--- src/rtl/hex_display_master_pkg.sv ---
// Shared definitions for the hex display master: FSM encoding, segment table, default spacing.
package hex_display_master_pkg;

  typedef enum logic [1:0] {
    ST_IDLE  = 2'd0,
    ST_WRITE = 2'd1,
    ST_READ  = 2'd2,
    ST_DONE  = 2'd3
  } state_t;

  localparam int DEFAULT_STRIDE = 16;

  // Active-low gfedcba patterns, indexed by nibble value.
  localparam logic [6:0] SEG7_TABLE [16] = '{
    7'h40, 7'h79, 7'h24, 7'h30, 7'h19, 7'h12, 7'h02, 7'h78,
    7'h00, 7'h10, 7'h08, 7'h03, 7'h46, 7'h21, 7'h06, 7'h0E
  };

endpackage

--- src/rtl/hex_to_seg7.sv ---
// Nibble to active-low 7-segment pattern; purely combinational, no backpressure.
module hex_to_seg7
  import hex_display_master_pkg::*;
(
  input  logic [3:0] nibble,
  output logic [6:0] seg
);

  assign seg = SEG7_TABLE[nibble];

endmodule

--- src/rtl/hex_display_master.sv ---
// Avalon-MM master refreshing NUM_DIGITS 7-segment PIOs, optional read-back verify.
// First strobe one cycle after update; every transfer holds while avm_waitrequest is high.
module hex_display_master
  import hex_display_master_pkg::*;
#(
  parameter int         NUM_DIGITS = 4,
  parameter logic [7:0] BASE_ADDR  = 8'h00,
  parameter int         STRIDE     = DEFAULT_STRIDE,
  parameter bit         VERIFY     = 1'b1
) (
  input  logic                    clk,
  input  logic                    reset,
  input  logic [4*NUM_DIGITS-1:0] value,
  input  logic                    update,
  input  logic                    clr_err,
  output logic [7:0]              avm_address,
  output logic                    avm_write,
  output logic                    avm_read,
  output logic [6:0]              avm_writedata,
  input  logic [6:0]              avm_readdata,
  input  logic                    avm_waitrequest,
  output logic                    busy,
  output logic                    done,
  output logic                    err
);

  localparam int VW = 4 * NUM_DIGITS;

  state_t          state;
  logic [2:0]      digit;
  logic [VW-1:0]   latched;
  logic [VW-1:0]   pend_val;
  logic            pending;

  logic            launch;
  logic            last_digit;
  logic            xfer_ok;
  logic            advance;
  logic            mismatch;
  logic [VW-1:0]   start_src;
  logic [2:0]      digit_nxt;
  logic [3:0]      nib_nxt;
  logic [6:0]      seg_nxt;
  logic [7:0]      addr_nxt;

  // Address and pattern for whichever digit the next write strobe will target.
  always_comb begin
    launch     = (state == ST_IDLE) || (state == ST_DONE);
    last_digit = (digit == 3'(NUM_DIGITS - 1));
    xfer_ok    = !avm_waitrequest;
    advance    = xfer_ok && (((state == ST_WRITE) && !VERIFY) || (state == ST_READ));
    mismatch   = (state == ST_READ) && xfer_ok && (avm_readdata != avm_writedata);
    start_src  = update ? value : pend_val;
    digit_nxt  = launch ? 3'd0 : digit + 3'd1;
    nib_nxt    = launch ? start_src[3:0] : 4'(latched >> {digit_nxt, 2'b00});
    addr_nxt   = BASE_ADDR + 8'(int'(digit_nxt) * STRIDE);
  end

  hex_to_seg7 u_seg (
    .nibble (nib_nxt),
    .seg    (seg_nxt)
  );

  always_ff @(posedge clk) begin
    if (reset) begin
      state         <= ST_IDLE;
      digit         <= 3'd0;
      latched       <= '0;
      pend_val      <= '0;
      pending       <= 1'b0;
      avm_address   <= 8'h00;
      avm_write     <= 1'b0;
      avm_read      <= 1'b0;
      avm_writedata <= 7'h00;
      busy          <= 1'b0;
      done          <= 1'b0;
      err           <= 1'b0;
    end else begin
      err  <= mismatch | (err & ~clr_err);
      done <= 1'b0;

      // Requests arriving mid-refresh collapse into one, keeping the newest value.
      if (update && ((state == ST_WRITE) || (state == ST_READ))) begin
        pending  <= 1'b1;
        pend_val <= value;
      end

      if (launch && (update || pending)) begin
        latched       <= start_src;
        pending       <= 1'b0;
        digit         <= 3'd0;
        state         <= ST_WRITE;
        avm_write     <= 1'b1;
        avm_address   <= addr_nxt;
        avm_writedata <= seg_nxt;
        busy          <= 1'b1;
      end else if (state == ST_DONE) begin
        state <= ST_IDLE;
        busy  <= 1'b0;
      end

      if ((state == ST_WRITE) && xfer_ok && VERIFY) begin
        avm_write <= 1'b0;
        avm_read  <= 1'b1;
        state     <= ST_READ;
      end

      if (advance) begin
        avm_read <= 1'b0;
        if (last_digit) begin
          avm_write <= 1'b0;
          state     <= ST_DONE;
          done      <= 1'b1;
        end else begin
          digit         <= digit_nxt;
          state         <= ST_WRITE;
          avm_write     <= 1'b1;
          avm_address   <= addr_nxt;
          avm_writedata <= seg_nxt;
        end
      end
    end
  end

endmodule

--- config.mk ---
export PLATFORM = sky130hd
export DESIGN_NAME = hex_display_master
export DESIGN_NICKNAME = d
export VERILOG_FILES = /design/src/rtl/hex_display_master_pkg.sv /design/src/rtl/hex_to_seg7.sv /design/src/rtl/hex_display_master.sv
export SDC_FILE = /design/constraint.sdc
export NUM_CORES = 1
export LEC_CHECK = 0
export BUFFER_PORTS_ARGS = -buffer_cell sky130_fd_sc_hd__buf_2
export CAP_MARGIN = 20
export CELL_PAD_IN_SITES_DETAIL_PLACEMENT = 1
export CELL_PAD_IN_SITES_GLOBAL_PLACEMENT = 1
export CORE_MARGIN = 3
export CORE_UTILIZATION = 42
export DETAILED_ROUTE_END_ITERATION = 7
export PLACE_DENSITY_LB_ADDON = 0.08
export SETUP_SLACK_MARGIN = 0.05
export SYNTH_ARGS = -nofsm -noshare
export SYNTH_HDL_FRONTEND = slang
export SYNTH_SLANG_ARGS = --single-unit
--- constraint.sdc ---
create_clock -name clk -period 3.6 [get_ports clk]
set_input_delay 0.72 -clock clk [delete_from_list [all_inputs] [get_ports clk]]
set_output_delay 0.72 -clock clk [all_outputs]
set_load 0.01 [all_outputs]
# Yosys cells after proc, flatten, opt, wreduce, memory -nomap -nowiden
# Memories as Yosys holds them, arrays and structs flattened.
# Index checks and enable logic that the tools add are counted.
# classes
n_addsub	1
n_mul	0
div_mod_pow	0
order_cmp	1
eq_ne	5
shift	1
mux	26
bitwise	5
reduce_logical	16
# ops
op	count
two-way mux 7 bit	5
two-way mux 8 bit	3
two-way mux 16 bit	1
right shift 16 x 5 -> 4 bit	1
two-way mux 3 bit	4
two-way mux 2 bit	5
two-way mux 1 bit	7
inequality test 7 bit	1
OR reduction 2 bit	3
greater-or-equal comparator 5 bit, second input constant	1
logical AND 1 bit	5
NOT 4 -> 5 bit	1
== test 2 bit, second input constant	2
two-way mux 4 bit	1
nonzero test 4 bit	1
adder 3 x 1 -> 3 bit, second input constant	1
== test 3 x 2 -> 1 bit, second input constant	1
logical OR 1 bit	3
nonzero test 3 bit	1
== test 2 x 1 -> 1 bit, second input constant	1
logical NOT 2 bit	1
NOT 1 bit	2
nonzero test 2 bit	1
AND 1 bit	1
2 further kinds	2
# totals
register_bits	58
latchBits	0
ramBits	0
romBits	112
inputBits	28
output_inout_bits	20
word_cells	68
mem_count	1
# mem_list
memory	depth	width	read_ports	rd_clocked_by_memory_dff	write_ports	line_no	source
(name not given)	16	7	1	0	0	hex_to_seg7.sv:9	assign seg = SEG7_TABLE[nibble];

# Logic depth before layout (Yosys ltp)
# logic_depth
ltp_word	12
depth_mapped	11
ltp_nobuf	10

# Modules after synthesis
# Synthesis repeated with hierarchy kept, for this count alone.
# hier_totals
cells_unflattened	327
hier_area_um2	2822.7
# by_module_without_submodules
mod	n_inst	cells_per_inst	area_each_um2	seq_area_each_um2
hex_display_master	1	295	2547.4	1161.1
hex_to_seg7	1	32	275.3	0.0

# Worst setup path after synthesis
# Ideal clock, no wire load.
# synth_timing
path_kind	input port to flip-flop
start	input update
end	register avm_writedata[0]
setup_ps	131
arrival_time_ps	2897
required_time_ps	3469
setup_slack_ps	573
cell_stages	9
n_path_buf	2
cell_sequence	clkbuf_1 > buf_2 > mux2_2 > a22oi_1 > inv_1 > ha_1 > or4_1 > o31ai_1 > a221oi_1
# synth_via
elab_chain_len	9
elab_cells_between_ends	11
classes_between	mux: 7; bitwise: 1; reduce/logical: 2; memory: 1
# synth_lines
element	line_no	source
from (decl)	hex_display_master.sv:14	input logic update,
two-way mux 16 bit	hex_display_master.sv:53	start_src = update ? value : pend_val;
two-way mux 4 bit	hex_display_master.sv:55	nib_nxt = launch ? start_src[3:0] : 4'(latched >> {digit_nxt, 2'b00});
NOT 4 -> 5 bit (not written as such)	hex_to_seg7.sv:9	
memory read (16 x 7 bit)	-	
two-way mux 7 bit (not written as such) (2 in series)	hex_to_seg7.sv:9	
two-way mux 7 bit	hex_display_master.sv:88	if (launch && (update || pending)) begin
two-way mux 7 bit	hex_display_master.sv:110	if (last_digit) begin
two-way mux 7 bit *	hex_display_master.sv:108	if (advance) begin
to (signal assigned)	hex_display_master.sv:95	avm_writedata <= seg_nxt;
to (signal assigned)	hex_display_master.sv:119	avm_writedata <= seg_nxt;
to (decl)	hex_display_master.sv:19	output logic [6:0] avm_writedata,
# Mark *: on every way between the ends. The rest lies on a longest branch, timed or not. The select of a mux whose other input is x is not followed.
# A chain may end at the register's enable or synchronous reset.

# Worst setup path after layout
# layout_timing
start	register digit[1]
end	register avm_writedata[0]
# layout_via
elab_chain_len	11
elab_cells_between_ends	12
classes_between	add/sub: 1; eq/ne: 1; shift: 1; mux: 7; bitwise: 1; memory: 1
# layout_lines
element	line_no	source
from (decl)	hex_display_master.sv:30	logic [2:0] digit;
from (signal assigned)	hex_display_master.sv:115	digit <= digit_nxt;
adder 3 x 1 -> 3 bit	hex_display_master.sv:54	digit_nxt = launch ? 3'd0 : digit + 3'd1;
two-way mux 3 bit	hex_display_master.sv:54	
right shift 16 x 5 -> 4 bit	hex_display_master.sv:55	
two-way mux 4 bit	hex_display_master.sv:55	
NOT 4 -> 5 bit (not written as such)	hex_to_seg7.sv:9	
memory read (16 x 7 bit)	-	
two-way mux 7 bit (not written as such) (2 in series)	hex_to_seg7.sv:9	
two-way mux 7 bit	hex_display_master.sv:88	
two-way mux 7 bit	hex_display_master.sv:110	
two-way mux 7 bit *	hex_display_master.sv:108	
# Marked as above.

==> metrics <==
Final ANT Viol Nets 0; slew margin rel. 55.6%; Seq cells post-synth 58; Worst Hold Path EP pend_val[10]$_SDFFE_PP0P_; unrepaired setup endpoints after global routing no; worst path cell trace ha_1 -> mux4_2 -> a22oi_1 -> inv_2 -> ha_1 -> or4_1 -> o31ai_1 -> a221oi_1; first-pass GRT wire length 11300 µm; synthesized area 0.00284 mm²; Layout Nets 404; Final setup viols 0; DR WL/cell 15.3 µm; CTS tree yes; switching pwr 666 µW; Final Slew Violations 0; Crit Path Class reg2reg; Static Leakage 1.39 nW; DR pass1 iterations 4; die height 88.3 µm; Area Growth Syn to Fin 16.1%; CTS sink count 58; Internal Power 1.28 mW; CTS H-tree lvls 3; Critical R2R Launch digit[1]$_SDFF_PP0_; min Tclk post-route 3000 ps; number of port buffers 47; asr flop ratio synth 0%; DP Area 0.00312 mm²; IO Pins 48; Worst Tran Pin Value 666 ps; largest family of logic cells by synthesized area simple AND/OR/NAND/NOR gates; Core Box Area 0.00646 mm²; Num CTS Buffers 9; Clock Power Share 29.5%; clk root buf clkbuf_8; Yosys warnings 0; design area 0.00330 mm²; Die Span X 88.3 µm; CP delay by family, top compound AO/OA/AOI/OAI gates; Worst VDD drop 0.234 mV; mux share of post-synthesis cell area 10.6%; final cell count without fillers 447; Initial Util 44.0%; Distinct cells, synth 50; nature of the critical path endpoint register; worst hold start pend_val[10]$_SDFFE_PP0P_; Site Rows 29; Worst EP required 3800 ps; simple-gate share of the synthesized area 18.2%; final hold violation count 0; gr usage total 18.8%; Hold Path Stages 2; CP startpoint digit[1]$_SDFF_PP0_; combinational group share of total power 30.0%; Post-Route Setup TNS 0 ps; Post-Syn Nets 362; Min-Delay Path Class reg2reg; syn_area_per_cell 8.80 µm²; number of synthesized flops with an enable pin 0; Syn Inst Count 323; prevailing post-synth register cell dfxtp_1; max-cap violations 0; RD Place Congestion 0.801; crit share post-route 83.3%; Pwr Density 590 mW/mm²; largest net degree at the start of global routing 30; Clock Path Buffers 2; sw frac 34.2%; DRC viols 0; critical path's most frequent cell ha_1; adder-cell share of the synthesized area 4.84%; flop-to-flop setup slack 600 ps; Cells after DPL 431; Clk pin slew, worst setup/hold paths 70 ps; Reg power frac 40.5%; crit path max fanout 7; Max Clock Skew 4.76 ps; GR Overflow Total 0; number of global-route vias before repair 2350; worst-case reg-to-reg path depth 8; initial DRC count 98; post_cts resized 0; CP arrival 3200 ps; ANT cells 0; Synth Area in Compound Gates 17.5%; CP max stage cell mux4_2; antenna violations before repair 0; worst path bufs/invs 1; worst skew pair latency 340 ps; via count 2414; Peak Freq 333 MHz; DRT Wirelength 6820 µm; Layout fillers 786; CP peak stage delay 540 ps; cts hold-fix bufs 0; sequential share of the synthesized area 40.8%; post-synthesis xor/xnor area fraction 2.77%; die area 0.00780 mm²; status completed; DR vias/cell 5.40; CP startpoint kind register; layout cells sized above 1 22.2%; Post-CTS Setup Inserts 0; RR Endpoint avm_writedata[0]$_SDFF_PP0_; hpwl dp 4980 µm
==> worst reg2reg max path: stages (launching register included) <==
cell	delay, ps
dfxtp_1	330
ha_1	450
mux4_2	540
a22oi_1	450
inv_2	110
ha_1	230
or4_1	530
o31ai_1	110
a221oi_1	130
==> cell usage after synthesis, drive strengths merged (3+ instances only) <==
master / instances / share of area, %
a211oi: 14 / 3.7
or3: 3 / 0.66
nor2b: 5 / 1.1
ha: 11 / 4.8
mux4: 3 / 2.4
a22oi: 4 / 1.2
nand2b: 6 / 1.3
mux2: 3 / 1.2
xor2: 4 / 1.2
mux2i: 20 / 7.0
clkbuf: 10 / 1.3
dfxtp: 58 / 41
nor2: 34 / 4.5
xnor2: 5 / 1.5
buf: 13 / 2.6
inv: 10 / 1.3
nand2: 38 / 5.0
and2: 5 / 1.1
nor3: 8 / 1.6
o21ai: 9 / 1.6
a21oi: 32 / 5.6
==> metrics by stage <==
step	worst slack, ps	power (mW)	utilization (%)	hold WS, ps
after floorplan	573	1.23	-	429
after global placement	722	1.37	48.3	438
after detailed placement	587	1.39	48.3	439
after CTS	582	1.97	51.1	456
after global routing	333	2.08	51.1	470
final	600	1.95	51.1	452
==> power groups by stage <==
stage               Clock [mW]  Sequential, mW  Combinational (mW)
floorplan                    0           0.804               0.425
global route             0.624           0.803               0.658
CTS                      0.592           0.791               0.591
finish                   0.574           0.790               0.585
detailed placement           0           0.806               0.586
global placement             0           0.802               0.570
==> cell type report <==
cell class                      count  area (µm²)  area share (%)
Inverter                           10        37.5            1.14
Clock buffer                       10         128            3.86
Clock inverter                      6        57.6            1.74
Tap cell                           77        96.3            2.92
Sequential cell                    58        1160            35.2
Timing Repair Buffer               54         288            8.71
Multi-Input combinational cell    232        1540            46.5
==> metal layers <==
metal | up-vias | track usage (%) | routed length (µm)
met2 | 45 | 32.6 | 3340
met5 | - | 0 | 0
met3 | 14 | 4.10 | 271
li1 | 1205 | - | -
met4 | 0 | 8.10 | 133
met1 | 1150 | 22.4 | 3080
==> logic make-up after synthesis <==
kind of cell	count (synthesis)
AOI/OAI and AO/OA	75
xor gates and xnor gates	9
adders and majority gates	11
buffers and inverters	33
DFF	58
muxes	26
and+or+nand+nor	111
==> registers in the layout, summed over array words and instances (netlist names) <==
signal	flops
latched	16
digit	3
pend_val	16
err	1
avm_writedata	7
avm_write	1
avm_address	8
done	1
avm_read	1
state	2
pending	1
busy	1
==> cells in the final DEF (no fill, tap or decap), types with 4 or more instances in the layout <==
cell type,netlist,layout
a21oi_1,32,32
nor2_1,34,34
nand2b_1,6,6
mux2i_1,20,20
inv_1,9,9
buf_2,6,47
clkinv_2,0,4
a211oi_1,14,14
and2_1,5,5
xor2_1,4,4
clkbuf_8,0,9
buf_4,1,7
xnor2_1,5,5
dfxtp_1,58,58
o21ai_0,7,7
nor3_1,7,7
nor2b_1,5,4
nand2_1,38,38
ha_1,11,11
==> worst max-delay path by stage <==
stage	slack, ps	to	depth (start not counted)
global route	330	avm_writedata[0]$_SDFF_PP0_	8
floorplan	570	avm_writedata[0]$_SDFF_PP0_	9
global placement	720	avm_writedata[0]$_SDFF_PP0_	8
CTS	580	avm_writedata[0]$_SDFF_PP0_	8
finish	600	avm_writedata[0]$_SDFF_PP0_	8
detailed placement	590	avm_writedata[0]$_SDFF_PP0_	8
(Power assumes the default switching activity.)
